<file path="src/rtl/regfile_wr_arbiter_pkg.sv">
// Shared widths, the x0 index and grant encodings for the register-file write arbiter.
package regfile_wr_arbiter_pkg;

  localparam int XLEN_DEF = 32;
  localparam int AW_DEF   = 5;
  localparam int X0_ADDR  = 0;

  typedef enum logic [1:0] {
    GNT_NONE = 2'b00,
    GNT_REQ0 = 2'b01,
    GNT_REQ1 = 2'b10
  } grant_e;

  // last_grant encoding: which requester won the most recent transfer
  localparam logic LG_REQ0 = 1'b0;
  localparam logic LG_REQ1 = 1'b1;

endpackage

</file>
<file path="src/rtl/regfile_wr_arbiter_pick.sv">
// Combinational 2-way writeback picker, zero latency; returns a one-hot grant, never without its valid.
module wb_arb_pick
  import regfile_wr_arbiter_pkg::*;
#(
  parameter int RR = 0
) (
  input  logic       valid0,
  input  logic       valid1,
  input  logic       last_grant,
  input  logic       force1,
  output logic [1:0] grant
);

  always_comb begin
    grant = GNT_NONE;
    if (valid0 && valid1) begin
      if (RR != 0) begin
        grant = (last_grant == LG_REQ1) ? GNT_REQ0 : GNT_REQ1;
      end else begin
        grant = force1 ? GNT_REQ1 : GNT_REQ0;
      end
    end else if (valid0) begin
      grant = GNT_REQ0;
    end else if (valid1) begin
      grant = GNT_REQ1;
    end
  end

endmodule

</file>
<file path="src/rtl/regfile_wr_arbiter.sv">
// Shares the register-file write port between two writeback sources; 1-cycle registered write.
// Readies are combinational from valids and state; the register file never backpressures.
module regfile_wr_arbiter
  import regfile_wr_arbiter_pkg::*;
#(
  parameter int XLEN     = XLEN_DEF,
  parameter int AW       = AW_DEF,
  parameter int RR       = 0,
  parameter int MAX_WAIT = 4
) (
  input  logic            clk,
  input  logic            rst,
  input  logic            req0_valid,
  output logic            req0_ready,
  input  logic [AW-1:0]   req0_addr,
  input  logic [XLEN-1:0] req0_data,
  input  logic            req1_valid,
  output logic            req1_ready,
  input  logic [AW-1:0]   req1_addr,
  input  logic [XLEN-1:0] req1_data,
  output logic            wr_en,
  output logic [AW-1:0]   wr_addr,
  output logic [XLEN-1:0] wr_data,
  output logic [1:0]      wr_src
);

  localparam logic [3:0]    MAX_W = 4'(MAX_WAIT);
  localparam logic [AW-1:0] X0    = AW'(X0_ADDR);

  logic            last_grant;
  logic [3:0]      wait_cnt;
  logic            force1;
  logic [1:0]      grant;
  logic            xfer;
  logic [AW-1:0]   sel_addr;
  logic [XLEN-1:0] sel_data;

  assign force1 = (RR == 0) && (wait_cnt == MAX_W);

  wb_arb_pick #(.RR(RR)) u_pick (
    .valid0     (req0_valid),
    .valid1     (req1_valid),
    .last_grant (last_grant),
    .force1     (force1),
    .grant      (grant)
  );

  // Readies are held low for as long as reset is asserted
  assign req0_ready = rst & grant[0];
  assign req1_ready = rst & grant[1];
  assign xfer       = req0_ready | req1_ready;

  assign sel_addr = req1_ready ? req1_addr : req0_addr;
  assign sel_data = req1_ready ? req1_data : req0_data;

  always_ff @(posedge clk or negedge rst) begin
    if (!rst) begin
      last_grant <= LG_REQ1;
      wait_cnt   <= '0;
    end else begin
      if (xfer) begin
        last_grant <= req1_ready ? LG_REQ1 : LG_REQ0;
      end
      if (req1_valid && !req1_ready) begin
        wait_cnt <= (wait_cnt == MAX_W) ? MAX_W : wait_cnt + 4'd1;
      end else begin
        wait_cnt <= '0;
      end
    end
  end

  // Async reset drops a pending write immediately, before the register file samples it
  always_ff @(posedge clk or negedge rst) begin
    if (!rst) begin
      wr_en   <= 1'b0;
      wr_addr <= '0;
      wr_data <= '0;
      wr_src  <= GNT_NONE;
    end else if (xfer) begin
      wr_en   <= (sel_addr != X0);
      wr_addr <= sel_addr;
      wr_data <= sel_data;
      wr_src  <= {req1_ready, req0_ready};
    end else begin
      wr_en   <= 1'b0;
      wr_src  <= GNT_NONE;
    end
  end

endmodule
</file>
<file path="config.mk">
export PLATFORM = sky130hd
export DESIGN_NAME = regfile_wr_arbiter
export DESIGN_NICKNAME = d
export VERILOG_FILES = /design/src/rtl/regfile_wr_arbiter_pkg.sv /design/src/rtl/regfile_wr_arbiter_pick.sv /design/src/rtl/regfile_wr_arbiter.sv
export SDC_FILE = /design/constraint.sdc
export NUM_CORES = 1
export LEC_CHECK = 0
export CORE_AREA = 4 4 67 69
export DETAILED_ROUTE_END_ITERATION = 16
export DIE_AREA = 0 0 71 73
export DONT_BUFFER_PORTS = 1
export HOLD_SLACK_MARGIN = 0.1
export PLACE_DENSITY_LB_ADDON = 0.2
export REMOVE_ABC_BUFFERS = 1
export SLEW_MARGIN = 0
export SYNTH_ARGS = -nofsm -noshare
export SYNTH_HDL_FRONTEND = slang
export SYNTH_SLANG_ARGS = --single-unit
</file>
<file path="constraint.sdc">
create_clock -name clk -period 1.85 [get_ports clk]
set_input_delay 0.37 -clock clk [delete_from_list [all_inputs] [get_ports clk]]
set_output_delay 0.37 -clock clk [all_outputs]
set_load 0.01 [all_outputs]
</file>
==> metrics.txt, run 1 <==
relative slew slack 0.812; Crit-path slowest cell dfrtp_1; CTS H-tree lvls 2; initial antenna violation count 0; final estimated routing congestion in global placement 0.839; status completed; CTS max path bufs 2; setup TNS 0 ns; Final setup viols 0; Worst-Skew Late Latency 0.29 ns; max incr delay on CP 0.38 ns; share of layout cells above drive strength 1 0.110; Final Cell Area 2500 um^2; ranking of synthesized cells by area dfrtp_1 (47%), a211oi_1 (12%), a31oi_1 (9.8%); Cells after Synth 253; DR vias 2,172; CTS Sinks 44; All-Layer GR Usage 0.279; CP startpoint wait_cnt[1]$_DFF_PN0_; capturing point of the worst reg2reg path wait_cnt[0]$_DFF_PN0_; worst path cell trace inv_1 -> ha_4 -> and4b_1 -> nor2_1; Worst R2R Setup Slack 0.27 ns; CTS tree done; global-route wire length before repair 11,400 um; max cap viols 0; VDD IR max 422 uV; CP top delay family simple AND/OR/NAND/NOR gates; Area growth, synth to finish 5.55%; Detail Placement HPWL 4670 um; row cnt 23; Hold WS 0.227 ns; die width 71 um; Root Buffer clkbuf_8; Reg2Reg Depth 6; #FFs+latches synth 44; DR pass1 iterations 4; Ys Warns 0; startpoint type of the worst setup path flop; Crit Path Max Fanout 5; CP bufs+invs 1; synthesized area per cell 9.35 um^2; top layer in use met4; period utilization 0.958; setup ws final 0.0768 ns; drt drc 0; crit path time final 1.77 ns; Avg WL per Cell 23.7 um; WS Path Type flop to primary output; fmax 564 MHz; main flop type after synthesis dfrtp_1; EDFF count, synth 0; n_diodes 0; Critical R2R Launch wait_cnt[1]$_DFF_PN0_; met3 wire length 799 um; I/O pins 120; die area 5180 um^2; commonest cells in the netlist dfrtp_1 (44), nand3_1 (39), a211oi_1 (37), a31oi_1 (37), o21ai_0 (33); initial detailed-routing violation count 161; nets 325; synthesized area 2370 um^2; crit path to req0_ready; CP endpoint kind primary output; PortBufs 0; Placement Cell Area 2360 um^2; Remaining Overflow, GRT 0; Die Span Y 73 um; clk_skew 0.00440 ns; vias per cell 7.34; CP Data Required Time 1.48 ns; Starting Density 0.605; unrepaired setup endpoints after global routing no; post-route ant nets 0; count leader, synth dfrtp_1; largest net degree at the start of global routing 45; Final Hold Vio Count 0; Placeable Area 3910 um^2; detailed route wirelength on metal2 3500 um; Slew @ Worst Pin 0.281 ns; cts bufs inserted 5; Total Routed Length 7030 um; Leak Pwr 0.935 nW; Hold Path Class input port to flop; Synth top area share 0.465; Cell Pwr Density 882 nW/um^2; WL met1 2670 um; CP arrival 1.40 ns; Fillers 324; count of unique library cells instantiated by Yosys 26; pre-CTS setup slack 0.202 ns; Levels on crit path 4; vias in the first global route 2,296; post-synth top area cell dfrtp_1; Slew Viols, Final 0; post-synthesis sequential area ratio 0.465; Synth async-reset ratio 1.00; Reg clk slew, reported paths 0.08 ns
-- per-stage QoR --
step / util / cells / total power, W
after floorplan: - / 221 / 0.00146
after global placement: 0.602 / 285 / 0.00155
after detailed placement: 0.602 / 285 / 0.00158
after CTS: 0.636 / 295 / 0.00222
after global routing: 0.638 / 296 / 0.00232
final: 0.638 / 296 / 0.00220
-- where the power goes --
group          switching, W  internal (W)
clock network      0.000303      0.000305
registers          0.000165       0.00110
logic              0.000189      0.000141
total              0.000658       0.00155
-- what timing repair did --
item,4_1_cts,5_1_grt
endpoints found under the setup margin,2,2
setup buffers,0,1
pin swaps,0,0
endpoints found under the hold margin,44,0
hold buffers,2,0
gates resized for setup,2,2
-- how the worst min path moves through the flow --
stage	cells after the start	to	startpoint	slack [ns]
floorplan	0	wait_cnt[0]$_DFF_PN0_	rst	0.07
CTS	1	wait_cnt[2]$_DFF_PN0_	req1_valid	0.22
global route	1	wait_cnt[2]$_DFF_PN0_	req1_valid	0.22
global placement	0	wr_addr[0]$_DFFE_PN0P_	rst	0.08
finish	1	wait_cnt[2]$_DFF_PN0_	req1_valid	0.23
detailed placement	0	wr_addr[2]$_DFFE_PN0P_	rst	0.08
-- kinds of logic after synthesis --
| kind of cell | after synthesis | synth area share |
|---|---|---|
| and+or+nand+nor | 56 | 0.128 |
| DFF | 44 | 0.465 |
| AOI/OAI and AO/OA | 114 | 0.305 |
| muxes | 1 | 0.00476 |
| buffers and inverters | 36 | 0.0862 |
| adders and majority gates | 2 | 0.0106 |
-- placed cells by master, fill, tap and decap left out, types with 4 or more instances in the layout --
cell,synthesis,final
dfrtp_1,44,44
nand3_1,39,39
a211oi_1,37,37
a31oi_1,37,37
o21ai_0,33,33
buf_4,1,14
clkbuf_8,0,6
nor2_1,5,5
o21ai_1,4,4
-- per-layer routing --
layer  vias up  track usage
met2       135        0.455
met4         0       0.0981
met1      1068        0.351
met5         -            0
met3         6       0.0882
li1        963            -
-- sequential cells by signal, summed over array words and instances, names as in the netlist --
signal / cells
wr_src: 2
wr_en: 1
wr_addr: 5
wait_cnt: 4
wr_data: 32
-- layout make-up --
| type | instances | area (um^2) | share of cell area |
|---|---|---|---|
| inverters | 4 | 15.0 | 0.00601 |
| flip-flops and latches | 44 | 1100 | 0.441 |
| repair buffers | 17 | 155 | 0.0621 |
| well taps | 50 | 62.6 | 0.0251 |
| clock buffers | 8 | 90.1 | 0.0361 |
| multi-input cells | 173 | 1070 | 0.430 |
(Power assumes the default switching activity.)
==> run 2: changes to the inputs <==
--- a/config.mk
+++ b/config.mk
@@ -10,7 +10,7 @@
 export DIE_AREA = 0 0 71 73
 export DONT_BUFFER_PORTS = 1
 export HOLD_SLACK_MARGIN = 0.1
-export PLACE_DENSITY_LB_ADDON = 0.2
+export PLACE_DENSITY = 0.85
 export REMOVE_ABC_BUFFERS = 1
 export SLEW_MARGIN = 0
 export SYNTH_ARGS = -nofsm -noshare
==> metrics.txt, run 2 (same netlist as run 1, synthesis figures left out) <==
Worst R2R Setup Slack 0.14 ns (-0.13 ns); Final setup viols 0 (unchanged); most common cell after layout, fill and taps aside dfrtp_1; max cap viols 0 (unchanged); hold path start req1_valid; Worst-Skew Late Latency 0.30 ns (about the same); Starting Density 0.605 (unchanged); Total Routed Length 6990 um (-0.56%); Fillers 316 (-2.5%); Placement Cell Area 2380 um^2 (+0.85%); initial detailed-routing violation count 207 (+29%); CTS max path bufs 2 (unchanged); Critical R2R Launch wait_cnt[0]$_DFF_PN0_; CP top delay family flip-flops; cts bufs inserted 5 (unchanged); initial antenna violation count 0 (unchanged); All-Layer GR Usage 0.270 (-0.00877); Final Hold Vio Count 0 (unchanged); vias in the first global route 2,233 (-2.7%); Leak Pwr 0.998 nW (+6.7%); hold path depth 1 (unchanged); die width 71 um (unchanged); Slew Viols, Final 0 (unchanged); capturing point of the worst reg2reg path wr_data[31]$_DFFE_PN0P_; largest net degree at the start of global routing 45 (unchanged); CTS H-tree lvls 2 (unchanged); Reg clk slew, reported paths 0.08 ns (about the same); Root Buffer clkbuf_8; Placeable Area 3910 um^2 (unchanged); WS Path Type flop to primary output; global-route wire length before repair 11,100 um (-2.8%); final estimated routing congestion in global placement 0.825 (-1.6%); n_diodes 0 (unchanged); DR vias 2,228 (+2.6%); Crit-path slowest cell dfrtp_1; Die Span Y 73 um (unchanged); CTS Sinks 44 (unchanged); CP bufs+invs 2 (+1); Top reg by flops wr_data; die area 5180 um^2 (unchanged); I/O pins 120 (unchanged); row cnt 23 (unchanged); VDD IR max 756 uV (+79%); setup TNS 0 ns (unchanged); drt drc 0 (unchanged); PortBufs 0 (unchanged); DR pass1 iterations 4 (unchanged); Core Util, Final 0.672 (+0.0336); biggest regs wr_data x32, wr_addr x5, wait_cnt x4; Crit Path Max Fanout 5 (unchanged); startpoint type of the worst setup path flop; fmax 549 MHz (-2.7%); clk_skew 0.00463 ns (+0.000238 ns); Avg WL per Cell 23.0 um (-3.2%); nets 333 (+2.5%); Area growth, synth to finish 11.1%; vias per cell 7.33 (-0.12%); CP Data Required Time 1.48 ns (about the same); worst path cell trace inv_2 -> ha_4 -> and4b_2 -> buf_12 -> nor2_4; relative slew slack 0.763 (-0.0495); Slew @ Worst Pin 0.355 ns (+0.0744 ns); Detail Placement HPWL 4500 um (-3.5%); status completed; commonest non-fill, non-tap cells in the layout dfrtp_1 (44), nand3_1 (39), a211oi_1 (37), a31oi_1 (37), o21ai_0 (33); CP endpoint kind primary output; crit path time final 1.82 ns (+0.0496 ns); area of the multi-input gates 1080 um^2 (+0.82%); max incr delay on CP 0.40 ns (+0.02 ns); Hold Path Class input port to flop; CTS tree done; Remaining Overflow, GRT 0 (unchanged); Sequential Area 1100 um^2 (unchanged); Final Cell Area 2630 um^2 (+5.3%); Worst Hold Path EP wait_cnt[3]$_DFF_PN0_; Reg2Reg Depth 7 (+1); period utilization 0.985 (+0.0268); share of layout cells above drive strength 1 0.150 (+0.0399); Cell Pwr Density 890 nW/um^2 (+0.86%); max reg flops 32 (unchanged); CP arrival 1.45 ns (+0.05 ns); post-route ant nets 0 (unchanged)
run 2: repair_timing:
| item | 4_1_cts | 5_1_grt |
|---|---|---|
| cloned | 1 | 0 |
| setup buffers | 1 | 6 |
| pin swaps | 1 | 3 |
| hold endpoints to repair | 44 | 0 |
| endpoints found under the setup margin | 2 | 3 |
| gates resized for setup | 5 | 2 |
| hold buffers | 2 | 0 |
run 2: how the worst max path moves through the flow:
stage / end / slack [ns] / cells after the start / startpoint
global route: req0_ready / -0.02 / 5 / wait_cnt[0]$_DFF_PN0_
floorplan: req1_ready / -0.85 / 5 / wait_cnt[0]$_DFF_PN0_
CTS: req0_ready / 0.005 / 5 / wait_cnt[0]$_DFF_PN0_
detailed placement: req0_ready / 0.17 / 5 / wait_cnt[0]$_DFF_PN0_
finish: req0_ready / 0.03 / 5 / wait_cnt[0]$_DFF_PN0_
global placement: req0_ready / 0.23 / 5 / wait_cnt[0]$_DFF_PN0_
run 2: routing by layer:
metal  GRT usage  vias up  routed length, um
li1            -      983                  -
met1       0.359     1101               2720
met2       0.428      133               3390
met3      0.0785       11                791
met4      0.0835        0                 85
met5           0        -                  0
run 2: cell type report:
cell class / count / share of cell area
sequential: 44 / 0.419
tap: 50 / 0.0238
multi-input combinational: 173 / 0.412
inverter: 4 / 0.00571
timing repair buffer: 25 / 0.0990
clock buffer: 6 / 0.0276
clock inverter: 2 / 0.0133
run 2: stage by stage:
stage	hold WS, ns	total power (W)	setup slack (ns)	cells
after floorplan	0.0744	0.00146	-0.852	221
after global placement	0.0754	0.00156	0.229	286
after detailed placement	0.0755	0.00158	0.173	286
after CTS	0.219	0.00233	0.00506	298
after global routing	0.225	0.00244	-0.0176	304
final	0.223	0.00234	0.0273	304
run 2: power by group:
group / internal [W] / total [W] / switching (W)
Sequential: 0.00110 / 0.00127 / 0.000166
Combinational: 0.000155 / 0.000346 / 0.000190
Clock: 0.000401 / 0.000728 / 0.000328
Total: 0.00166 / 0.00234 / 0.000683
==> run 3: changes to the inputs <==
--- a/config.mk
+++ b/config.mk
@@ -5,9 +5,10 @@
 export SDC_FILE = /design/constraint.sdc
 export NUM_CORES = 1
 export LEC_CHECK = 0
-export CORE_AREA = 4 4 67 69
+export CORE_AREA = 2 2 65 67
+export CTS_CLUSTER_DIAMETER = 100
 export DETAILED_ROUTE_END_ITERATION = 16
-export DIE_AREA = 0 0 71 73
+export DIE_AREA = 0 0 67 69
 export DONT_BUFFER_PORTS = 1
 export HOLD_SLACK_MARGIN = 0.1
 export PLACE_DENSITY = 0.85
==> metrics.txt, run 3 (same netlist as run 1, synthesis figures left out) <==
status completed; CP arrival 1.42 ns (-0.03 ns); Reg2Reg Depth 7 (unchanged); CTS Sinks 44 (unchanged); drt drc 0 (unchanged); CP endpoint kind primary output; largest net degree at the start of global routing 45 (unchanged); Switching Share 0.289 (-0.00338); Total Routed Length 6670 um (-4.5%); Placeable Area 3910 um^2 (unchanged); Worst R2R Setup Slack 0.21 ns (+0.07 ns); initial detailed-routing violation count 186 (-10%); die area 4620 um^2 (-11%); max cap viols 0 (unchanged); die width 67 um (-5.6%); capturing point of the worst reg2reg path wait_cnt[3]$_DFF_PN0_; n_diodes 0 (unchanged); CP startpoint wait_cnt[1]$_DFF_PN0_; Final Hold Vio Count 0 (unchanged); setup TNS 0 ns (unchanged); CP Data Required Time 1.48 ns (about the same); DR vias 2,171 (-2.6%); Hold Path Class input port to flop; Detail Placement HPWL 4370 um (-3.0%); Placement Cell Area 2370 um^2 (-0.21%); period utilization 0.966 (-0.0188); Worst-Skew Late Latency 0.29 ns (about the same); biggest regs wr_data x32, wr_addr x5, wait_cnt x4; Remaining Overflow, GRT 0 (unchanged); VDD IR max 554 uV (-27%); fmax 559 MHz (+1.9%); Final setup viols 0 (unchanged); setup ws final 0.0620 ns (+0.0348 ns); Area growth, synth to finish 7.09%; vias per cell 7.29 (-0.60%); most common cell after layout, fill and taps aside dfrtp_1; DR pass1 iterations 4 (unchanged); Slew Viols, Final 0 (unchanged); crit path time final 1.79 ns (-0.0348 ns); clock network power share 0.311 (about the same); Worst Hold Path EP wait_cnt[3]$_DFF_PN0_; post-route ant nets 0 (unchanged); Starting Density 0.605 (unchanged); hold path start req1_valid; final estimated routing congestion in global placement 0.821 (-0.52%); share of layout cells above drive strength 1 0.125 (-0.0246); cts bufs inserted 5 (unchanged); pre-CTS setup slack 0.199 ns (+0.0269 ns); Reg power frac 0.547 (+0.006); startpoint type of the worst setup path flop; Avg WL per Cell 22.4 um (-2.5%); I/O pins 120 (unchanged); All-Layer GR Usage 0.296 (+0.0258); Top reg by flops wr_data; Leak Pwr 0.955 nW (-4.3%); CTS tree done; clk_skew 0.00558 ns (+0.000951 ns); initial antenna violation count 0 (unchanged); WS Path Type flop to primary output; CTS H-tree lvls 2 (unchanged); PortBufs 0 (unchanged); Root Buffer clkbuf_8; Gate power share 0.142 (-0.006); max reg flops 32 (unchanged); vias in the first global route 2,119 (-5.1%); Cell Pwr Density 911 nW/um^2 (+2.4%); Int Pwr 0.00164 W (-0.85%); CTS max path bufs 2 (unchanged); Final Cell Area 2530 um^2 (-3.6%); hold path depth 1 (unchanged); relative slew slack 0.771 (+0.00809); Die Span Y 69 um (-5.5%); row cnt 23 (unchanged); Critical R2R Launch wait_cnt[1]$_DFF_PN0_; nets 327 (-1.8%); global-route wire length before repair 10,500 um (-5.2%); Slew @ Worst Pin 0.343 ns (-0.0121 ns); commonest non-fill, non-tap cells in the layout dfrtp_1 (44), nand3_1 (39), a211oi_1 (37), a31oi_1 (37), o21ai_0 (33); Crit Path Max Fanout 5 (unchanged); Reg clk slew, reported paths 0.08 ns (about the same); Psw 0.000666 W (-2.5%)
run 3: changes by cell type in the layout (fill, tap and decap cells not counted), sizes merged:
cell    delta
buf        -5
bufbuf     -1
run 3: cell type report:
class,instances,area (um^2)
multi-input combinational,173,1080
clock buffer,6,72.6
clock inverter,2,35.0
inverter,4,15.0
sequential,44,1100
timing repair buffer,19,170
fill,352,1380
tap,50,62.6
run 3: power groups by stage:
| stage | Sequential (W) | Clock (W) | Combinational [W] |
|---|---|---|---|
| after floorplan | 0.00125 | 0 | 0.000215 |
| after global placement | 0.00128 | 0 | 0.000276 |
| after detailed placement | 0.00128 | 0 | 0.000289 |
| after CTS | 0.00126 | 0.000723 | 0.000319 |
| after global routing | 0.00128 | 0.000781 | 0.000373 |
| final | 0.00126 | 0.000717 | 0.000328 |
run 3: worst max path at each step:
| stage | end | slack (ns) | cells after the start |
|---|---|---|---|
| 6_report | req1_ready | 0.06 | 5 |
| 5_1_grt | req1_ready | -0.02 | 5 |
| 4_1_cts | req0_ready | 0.01 | 4 |
| 3_5_place_dp | wr_data[8]$_DFFE_PN0P_ | 0.20 | 6 |
| 3_3_place_gp | wr_data[9]$_DFFE_PN0P_ | 0.30 | 6 |
| 2_1_floorplan | req1_ready | -0.85 | 5 |
run 3: per-layer routing:
layer	up-vias	GRT usage	part of all wire
met4	0	0.0930	0.015
met5	-	0	0
li1	970	-	-
met3	12	0.104	0.11
met2	127	0.474	0.49
met1	1062	0.369	0.38
run 3: what timing repair did:
action                                  4_1_cts  5_1_grt
buffers inserted                              1        0
endpoints found under the hold margin        44        0
pin swaps                                     1        0
gates resized for setup                       2        3
hold buffers                                  2        0
endpoints found under the setup margin        2        2
run 3: metrics by stage:
step                      total power (W)  instances  utilization  hold WS (ns)
after floorplan                   0.00146        221            -        0.0744
after global placement            0.00155        287        0.606        0.0752
after detailed placement          0.00157        287        0.606        0.0753
after CTS                         0.00230        298        0.644         0.218
after global routing              0.00243        298        0.647         0.202
final                             0.00231        298        0.647         0.225
run 3: critical path, stage by stage (launching register included):
cell and delay (ns):
dfrtp_1 0.41, inv_1 0.11, ha_4 0.17, nand3b_1 0.12
a21o_1 0.21, inv_1 0.11
